--- src/rtl/alarm_clock_pkg.sv ---
// Shared types and BCD constants for the alarm clock user-interface stage.
// Latency: none (types and pure functions only); no flow control.
package alarm_clock_pkg;

  typedef enum logic [2:0] {
    ST_IDLE   = 3'd0,
    ST_ED_HH  = 3'd1,
    ST_ED_MM  = 3'd2,
    ST_ED_SS  = 3'd3,
    ST_ED_PM  = 3'd4,
    ST_COMMIT = 3'd5
  } state_e;

  localparam logic [2:0] FLD_NONE = 3'd0;
  localparam logic [2:0] FLD_HH   = 3'd1;
  localparam logic [2:0] FLD_MM   = 3'd2;
  localparam logic [2:0] FLD_SS   = 3'd3;
  localparam logic [2:0] FLD_PM   = 3'd4;

  localparam logic [7:0] HH_MIN = 8'h01;
  localparam logic [7:0] HH_MAX = 8'h12;
  localparam logic [7:0] MS_MIN = 8'h00;
  localparam logic [7:0] MS_MAX = 8'h59;

  function automatic logic bcd_ok(input logic [7:0] v);
    return (v[7:4] <= 4'd9) && (v[3:0] <= 4'd9);
  endfunction

  // Seeds must land inside the field range, otherwise the wrap logic would walk garbage.
  function automatic logic [7:0] seed_hh(input logic [7:0] v);
    return (bcd_ok(v) && (v >= HH_MIN) && (v <= HH_MAX)) ? v : HH_MAX;
  endfunction

  function automatic logic [7:0] seed_ms(input logic [7:0] v);
    return (bcd_ok(v) && (v <= MS_MAX)) ? v : MS_MIN;
  endfunction

  function automatic logic [2:0] field_of(input state_e s);
    case (s)
      ST_ED_HH: return FLD_HH;
      ST_ED_MM: return FLD_MM;
      ST_ED_SS: return FLD_SS;
      ST_ED_PM: return FLD_PM;
      default:  return FLD_NONE;
    endcase
  endfunction

  function automatic logic is_edit(input state_e s);
    return (s == ST_ED_HH) || (s == ST_ED_MM) || (s == ST_ED_SS) || (s == ST_ED_PM);
  endfunction

endpackage

--- src/rtl/bcd_wrap_step.sv ---
// One BCD increment/decrement step with wrap-around inside [MIN, MAX].
// Latency: combinational; inc and dec together leave the value unchanged.
module bcd_wrap_step #(
  parameter logic [7:0] MIN = 8'h00,
  parameter logic [7:0] MAX = 8'h59
) (
  input  logic [7:0] val,
  input  logic       inc,
  input  logic       dec,
  output logic [7:0] next
);

  always_comb begin
    next = val;
    if (inc && !dec) begin
      if (val >= MAX) begin
        next = MIN;
      end else if (val[3:0] >= 4'd9) begin
        next = {val[7:4] + 4'd1, 4'd0};
      end else begin
        next = val + 8'd1;
      end
    end else if (dec && !inc) begin
      if (val <= MIN) begin
        next = MAX;
      end else if (val[3:0] == 4'd0) begin
        next = {val[7:4] - 4'd1, 4'd9};
      end else begin
        next = val - 8'd1;
      end
    end
  end

endmodule

--- src/rtl/time_set_ctrl.sv ---
// Push-button edit session over HH/MM/SS/PM; commits with a one-cycle load strobe.
// Latency: 1 cycle from button edge to register update; no backpressure (clock core always samples).
module time_set_ctrl
  import alarm_clock_pkg::*;
#(
  parameter int TIMEOUT_CYC = 30,
  parameter int REPEAT_DLY  = 2
) (
  input  logic       clk_1s,
  input  logic       reset,
  input  logic       btn_set,
  input  logic       btn_inc,
  input  logic       btn_dec,
  input  logic       btn_cancel,
  input  logic       sel_alarm,
  input  logic [7:0] cur_hh,
  input  logic [7:0] cur_mm,
  input  logic [7:0] cur_ss,
  input  logic       cur_pm,
  output logic [7:0] hh_load,
  output logic [7:0] mm_load,
  output logic [7:0] ss_load,
  output logic       pm_load,
  output logic       load_time,
  output logic       load_alarm,
  output logic       editing,
  output logic [2:0] edit_field,
  output logic       blink
);

  localparam int TW = $clog2(TIMEOUT_CYC + 1);
  localparam int RW = $clog2(REPEAT_DLY + 2);

  state_e          state_q, state_d;
  logic            target_q, target_d;
  logic [7:0]      hh_q, hh_d;
  logic [7:0]      mm_q, mm_d;
  logic [7:0]      ss_q, ss_d;
  logic            pm_q, pm_d;
  logic            load_time_q, load_time_d;
  logic            load_alarm_q, load_alarm_d;
  logic            editing_q, editing_d;
  logic [2:0]      field_q, field_d;
  logic            blink_q, blink_d;
  logic [3:0]      btn_prev_q, btn_prev_d;
  logic [RW-1:0]   rpt_cnt_q, rpt_cnt_d;
  logic [TW-1:0]   tmo_cnt_q, tmo_cnt_d;

  logic [3:0] btn_now;
  logic [3:0] btn_edge;
  logic       set_e, inc_e, dec_e, cancel_e;
  logic       in_edit;
  logic       rpt_ready;
  logic       step_req, step_inc, step_dec;
  logic       tmo_hit;
  logic [7:0] ms_val;
  logic [7:0] hh_next, ms_next;

  assign btn_now  = {btn_set, btn_inc, btn_dec, btn_cancel};
  assign btn_edge = btn_now & ~btn_prev_q;
  assign set_e    = btn_edge[3];
  assign inc_e    = btn_edge[2];
  assign dec_e    = btn_edge[1];
  assign cancel_e = btn_edge[0];
  assign in_edit  = is_edit(state_q);

  // A held button steps on its edge, then again every cycle once the hold delay has elapsed.
  assign rpt_ready = (rpt_cnt_q == RW'(REPEAT_DLY));
  assign step_req  = inc_e | dec_e | ((btn_inc | btn_dec) & rpt_ready);
  assign step_inc  = step_req & btn_inc & ~btn_dec;
  assign step_dec  = step_req & btn_dec & ~btn_inc;
  assign tmo_hit   = in_edit && (btn_edge == 4'b0000) && (tmo_cnt_q == TW'(TIMEOUT_CYC - 1));

  assign ms_val = (state_q == ST_ED_SS) ? ss_q : mm_q;

  bcd_wrap_step #(.MIN(HH_MIN), .MAX(HH_MAX)) u_hh_step (
    .val  (hh_q),
    .inc  (step_inc),
    .dec  (step_dec),
    .next (hh_next)
  );

  bcd_wrap_step #(.MIN(MS_MIN), .MAX(MS_MAX)) u_ms_step (
    .val  (ms_val),
    .inc  (step_inc),
    .dec  (step_dec),
    .next (ms_next)
  );

  always_comb begin
    state_d    = state_q;
    target_d   = target_q;
    hh_d       = hh_q;
    mm_d       = mm_q;
    ss_d       = ss_q;
    pm_d       = pm_q;
    btn_prev_d = btn_now;

    if (!in_edit || !(btn_inc || btn_dec) || inc_e || dec_e) begin
      rpt_cnt_d = '0;
    end else if (!rpt_ready) begin
      rpt_cnt_d = rpt_cnt_q + RW'(1);
    end else begin
      rpt_cnt_d = rpt_cnt_q;
    end

    if (!in_edit || (btn_edge != 4'b0000) || tmo_hit) begin
      tmo_cnt_d = '0;
    end else begin
      tmo_cnt_d = tmo_cnt_q + TW'(1);
    end

    case (state_q)
      ST_IDLE: begin
        if (set_e) begin
          target_d = sel_alarm;
          hh_d     = seed_hh(cur_hh);
          mm_d     = seed_ms(cur_mm);
          ss_d     = seed_ms(cur_ss);
          pm_d     = cur_pm;
          state_d  = ST_ED_HH;
        end
      end
      ST_ED_HH, ST_ED_MM, ST_ED_SS, ST_ED_PM: begin
        if (cancel_e || tmo_hit) begin
          state_d = ST_IDLE;
        end else if (set_e) begin
          case (state_q)
            ST_ED_HH: state_d = ST_ED_MM;
            ST_ED_MM: state_d = ST_ED_SS;
            ST_ED_SS: state_d = ST_ED_PM;
            default:  state_d = ST_COMMIT;
          endcase
        end else begin
          case (state_q)
            ST_ED_HH: hh_d = hh_next;
            ST_ED_MM: mm_d = ms_next;
            ST_ED_SS: ss_d = ms_next;
            default:  pm_d = pm_q ^ (step_inc | step_dec);
          endcase
        end
      end
      default: state_d = ST_IDLE;
    endcase

    // Status outputs are registered so they line up with the state they describe.
    editing_d    = is_edit(state_d);
    field_d      = field_of(state_d);
    blink_d      = editing_d & ~blink_q;
    load_time_d  = (state_d == ST_COMMIT) & ~target_q;
    load_alarm_d = (state_d == ST_COMMIT) & target_q;
  end

  always_ff @(posedge clk_1s) begin
    if (reset) begin
      state_q      <= ST_IDLE;
      target_q     <= 1'b0;
      hh_q         <= HH_MAX;
      mm_q         <= MS_MIN;
      ss_q         <= MS_MIN;
      pm_q         <= 1'b0;
      load_time_q  <= 1'b0;
      load_alarm_q <= 1'b0;
      editing_q    <= 1'b0;
      field_q      <= FLD_NONE;
      blink_q      <= 1'b0;
      btn_prev_q   <= 4'b0000;
      rpt_cnt_q    <= '0;
      tmo_cnt_q    <= '0;
    end else begin
      state_q      <= state_d;
      target_q     <= target_d;
      hh_q         <= hh_d;
      mm_q         <= mm_d;
      ss_q         <= ss_d;
      pm_q         <= pm_d;
      load_time_q  <= load_time_d;
      load_alarm_q <= load_alarm_d;
      editing_q    <= editing_d;
      field_q      <= field_d;
      blink_q      <= blink_d;
      btn_prev_q   <= btn_prev_d;
      rpt_cnt_q    <= rpt_cnt_d;
      tmo_cnt_q    <= tmo_cnt_d;
    end
  end

  assign hh_load    = hh_q;
  assign mm_load    = mm_q;
  assign ss_load    = ss_q;
  assign pm_load    = pm_q;
  assign load_time  = load_time_q;
  assign load_alarm = load_alarm_q;
  assign editing    = editing_q;
  assign edit_field = field_q;
  assign blink      = blink_q;

endmodule

--- config.mk ---
export PLATFORM = sky130hd
export DESIGN_NAME = time_set_ctrl
export DESIGN_NICKNAME = d
export VERILOG_FILES = /design/src/rtl/alarm_clock_pkg.sv /design/src/rtl/bcd_wrap_step.sv /design/src/rtl/time_set_ctrl.sv
export SDC_FILE = /design/constraint.sdc
export NUM_CORES = 1
export LEC_CHECK = 0
export CAP_MARGIN = 20
export CORE_MARGIN = 1
export CORE_UTILIZATION = 50
export CTS_CLUSTER_DIAMETER = 30
export DETAILED_ROUTE_END_ITERATION = 10
export PLACE_DENSITY = 0.81
export SLEW_MARGIN = 40
export SYNTH_ARGS = -nofsm -noshare
export SYNTH_HDL_FRONTEND = slang
export SYNTH_SLANG_ARGS = --single-unit
--- constraint.sdc ---
create_clock -name clk_1s -period 5.15 [get_ports clk_1s]
set_input_delay 0.515 -clock clk_1s [delete_from_list [all_inputs] [get_ports clk_1s]]
set_output_delay 0.515 -clock clk_1s [all_outputs]
set_load 0.02 [all_outputs]
==> results.toml <==
[clocking]
cts_sinks = 47
clockBufferDepth = 2
cts_made_buffers = 5
cts_hold_buf = 0
cts_setup_buffers = 0
cts_tree = "yes"
clock_latency_ns = 0.30
clkTransAtPathRegs_ns = 0.09
htree_num_levels = 2
ctsResizeCount = 0
clock-root-buffer = "clkbuf_8"

[floorplan]
core-area_sq_mm = 0.00649
die_h_um = 85.0
dieArea_sq_mm = 0.00723
io_pins = 64
rows = 29
start_util = 0.531
die_w_um = 85.0

[logic_synthesis]
netlist_area_sq_mm = 0.00345
synth_seq_cells = 47
syn_nets = 493
postSynthCellCount = 444
seq_area_frac_synth = 0.273
synth_edf_count = 0
synthArstFlopShare = 0
synth.distinct_cells = 62
ys_warn_count = 0
synth_area_per_cell_sq_um = 7.76
ys.flop_type = "dfxtp_1"

[cells_and_area]
final_nets = 537
mostFrequentLayoutCell = "clkdlybuf4s50_1"
fin_area_sq_mm = 0.00418
final_cell_mix = "63 x clkdlybuf4s50_1, 47 x dfxtp_1, 41 x a21oi_1, 40 x nor2_1, 28 x nand2_1"
syn2layout_area_growth_pct = 21.3
antennaDiodeCount = 0
drive_gt1_frac = 0.0552
fillers = 554

[flow_run]
cap_violations = 0

[min_path]
worstHoldPathType = "flop to flop"

[placement]
dp_hpwl_mm = 7.31
io_buffers = 63
place.gp.congestion = 0.958
place_area_sq_mm = 0.00407
post-place-ws_ns = 1.53

[drt]
viasPerCell = 6.37
ant_nets = 0
via_count = 3607
drcViolationCount = 0
drt_pre_antenna_iters = 5
wl_per_cell_um = 17.4
dr.first_iter.drc_count = 393
wl_mm = 9.83

[sta]
period_needed_ns = 3.54
fin_setup_tns_ns = 0
rsz0062_at_grt = "false"
fin_crit_sh = 0.687
tightest_slew_ns = 0.760
setup_viol = 0
max-slew-margin-rel = 0.492
drv_slew = 0
layout_setup_ws_ns = 1.61
max_freq_ghz = 0.283
finalHoldViolations = 0
fin_skew_ns = 0.00487
holdWs_ns = 0.428

[power_and_ir_drop]
power.leakage_nw = 1.52
power.density_mw_per_mm2 = 235
peakVddDrop_mv = 0.179

[global_route]
grt_use_total = 0.276
grt_pass1_vias = 3263
grt_max_degree = 23
grt_pass1_wl_mm = 16.2
grt_antenna_before_repair = 0
grt.overflow.total = 0

[setup_path]
crit_fanout = 16
crit_type = "flop to flop"
rr_startpoint = "state_q[2]"
worstSetupEndpointType = "flop"
reg2reg_slack_ns = 1.61
regToRegEndpoint = "mm_load[5]"
critPathArrivalTime_ns = 3.71
worstSetupEndpoint = "mm_load[5]"
critPathLaunchType = "flop"
startpoint = "state_q[2]"
crit_required_ns = 5.33
rr_worst_depth = 11

[status]
outcome = "complete, no violations"
-- area by class of cell --
cell class / instances / area (sq um) / share of cell area
Inverter: 17 / 63.8 / 0.0153
Clock inverter: 2 / 16.3 / 0.00389
Timing Repair Buffer: 66 / 657 / 0.157
Clock buffer: 6 / 72.6 / 0.0174
Tap cell: 77 / 96.3 / 0.0231
Sequential cell: 47 / 941 / 0.225
Multi-Input combinational cell: 351 / 2330 / 0.558
-- worst min path at each step --
stage,depth (start not counted),endpoint,slack (ns),start
floorplan,1,load_time,0.42,target_q
global placement,1,blink,0.41,blink
detailed placement,1,blink,0.42,blink
CTS,1,blink,0.43,blink
global route,1,blink,0.44,blink
finish,1,blink,0.43,blink
-- per-stage QoR --
stage                     total power [mW]  cells  utilization
after floorplan                      0.631    444            -
after global placement               0.744    557        0.624
after detailed placement             0.748    557        0.627
after CTS                            0.980    565        0.641
after global routing                  1.03    566        0.643
final                                0.983    566        0.643
-- cells in the mapped netlist (all sizes together), types with 5 or more instances --
cell / count / area share
a211oi: 18 / 0.041
a21oi: 42 / 0.061
buf: 5 / 0.012
clkbuf: 24 / 0.026
dfxtp: 47 / 0.27
ha: 17 / 0.062
inv: 17 / 0.019
mux2i: 16 / 0.050
nand2: 28 / 0.031
nand2b: 11 / 0.020
nand3: 18 / 0.026
nand3b: 6 / 0.014
nor2: 41 / 0.045
nor2b: 11 / 0.020
nor3: 14 / 0.020
nor4: 7 / 0.013
o211ai: 8 / 0.017
o21ai: 16 / 0.023
o22ai: 6 / 0.011
o31a: 5 / 0.013
or3: 5 / 0.0091
or4: 5 / 0.011
xnor2: 7 / 0.018
xor2: 9 / 0.023
-- metal layers --
layer	vias to the layer above	share of wire	track usage
met3	21	0.078	0.0409
met2	175	0.45	0.441
met5	-	0	0
met4	0	0.019	0.0770
met1	1686	0.46	0.387
li1	1725	-	-
-- registers in the layout, summed over array words and instances (netlist names) --
signal	flops
edit_field	3
pm_load	1
mm_load	8
load_alarm	1
tmo_cnt_q	5
state_q	3
hh_load	8
ss_load	8
blink	1
load_time	1
target_q	1
editing	1
rpt_cnt_q	2
btn_prev_q	4
-- critical path, stage by stage, from the launching register on --
cell and delay [ns]:
dfxtp_1 0.49, and3b_1 0.48, buf_6 0.23, mux2i_1 0.45, inv_1 0.12, ha_1 0.19
nand2b_1 0.18, o21ai_0 0.24, mux2i_1 0.23, mux2_2 0.33, a222oi_1 0.34, a211oi_1 0.13
-- where the power goes --
part	total, mW	internal (mW)	switching (mW)
registers	0.424	0.384	0.0407
clock network	0.234	0.0979	0.136
logic	0.325	0.143	0.182
total	0.983	0.624	0.359
-- kinds of logic (layout without fill, tap and decap cells) --
logic type	Yosys count	in the layout	synth area share
xor gates and xnor gates	16	16	0.0407
adders and majority gates	18	18	0.0646
and+or+nand+nor	170	170	0.259
AOI/OAI and AO/OA	127	127	0.243
DFF	47	47	0.273
muxes	20	20	0.0632
buffers and inverters	46	91	0.0570
Power figures use the tool's default switching activity.
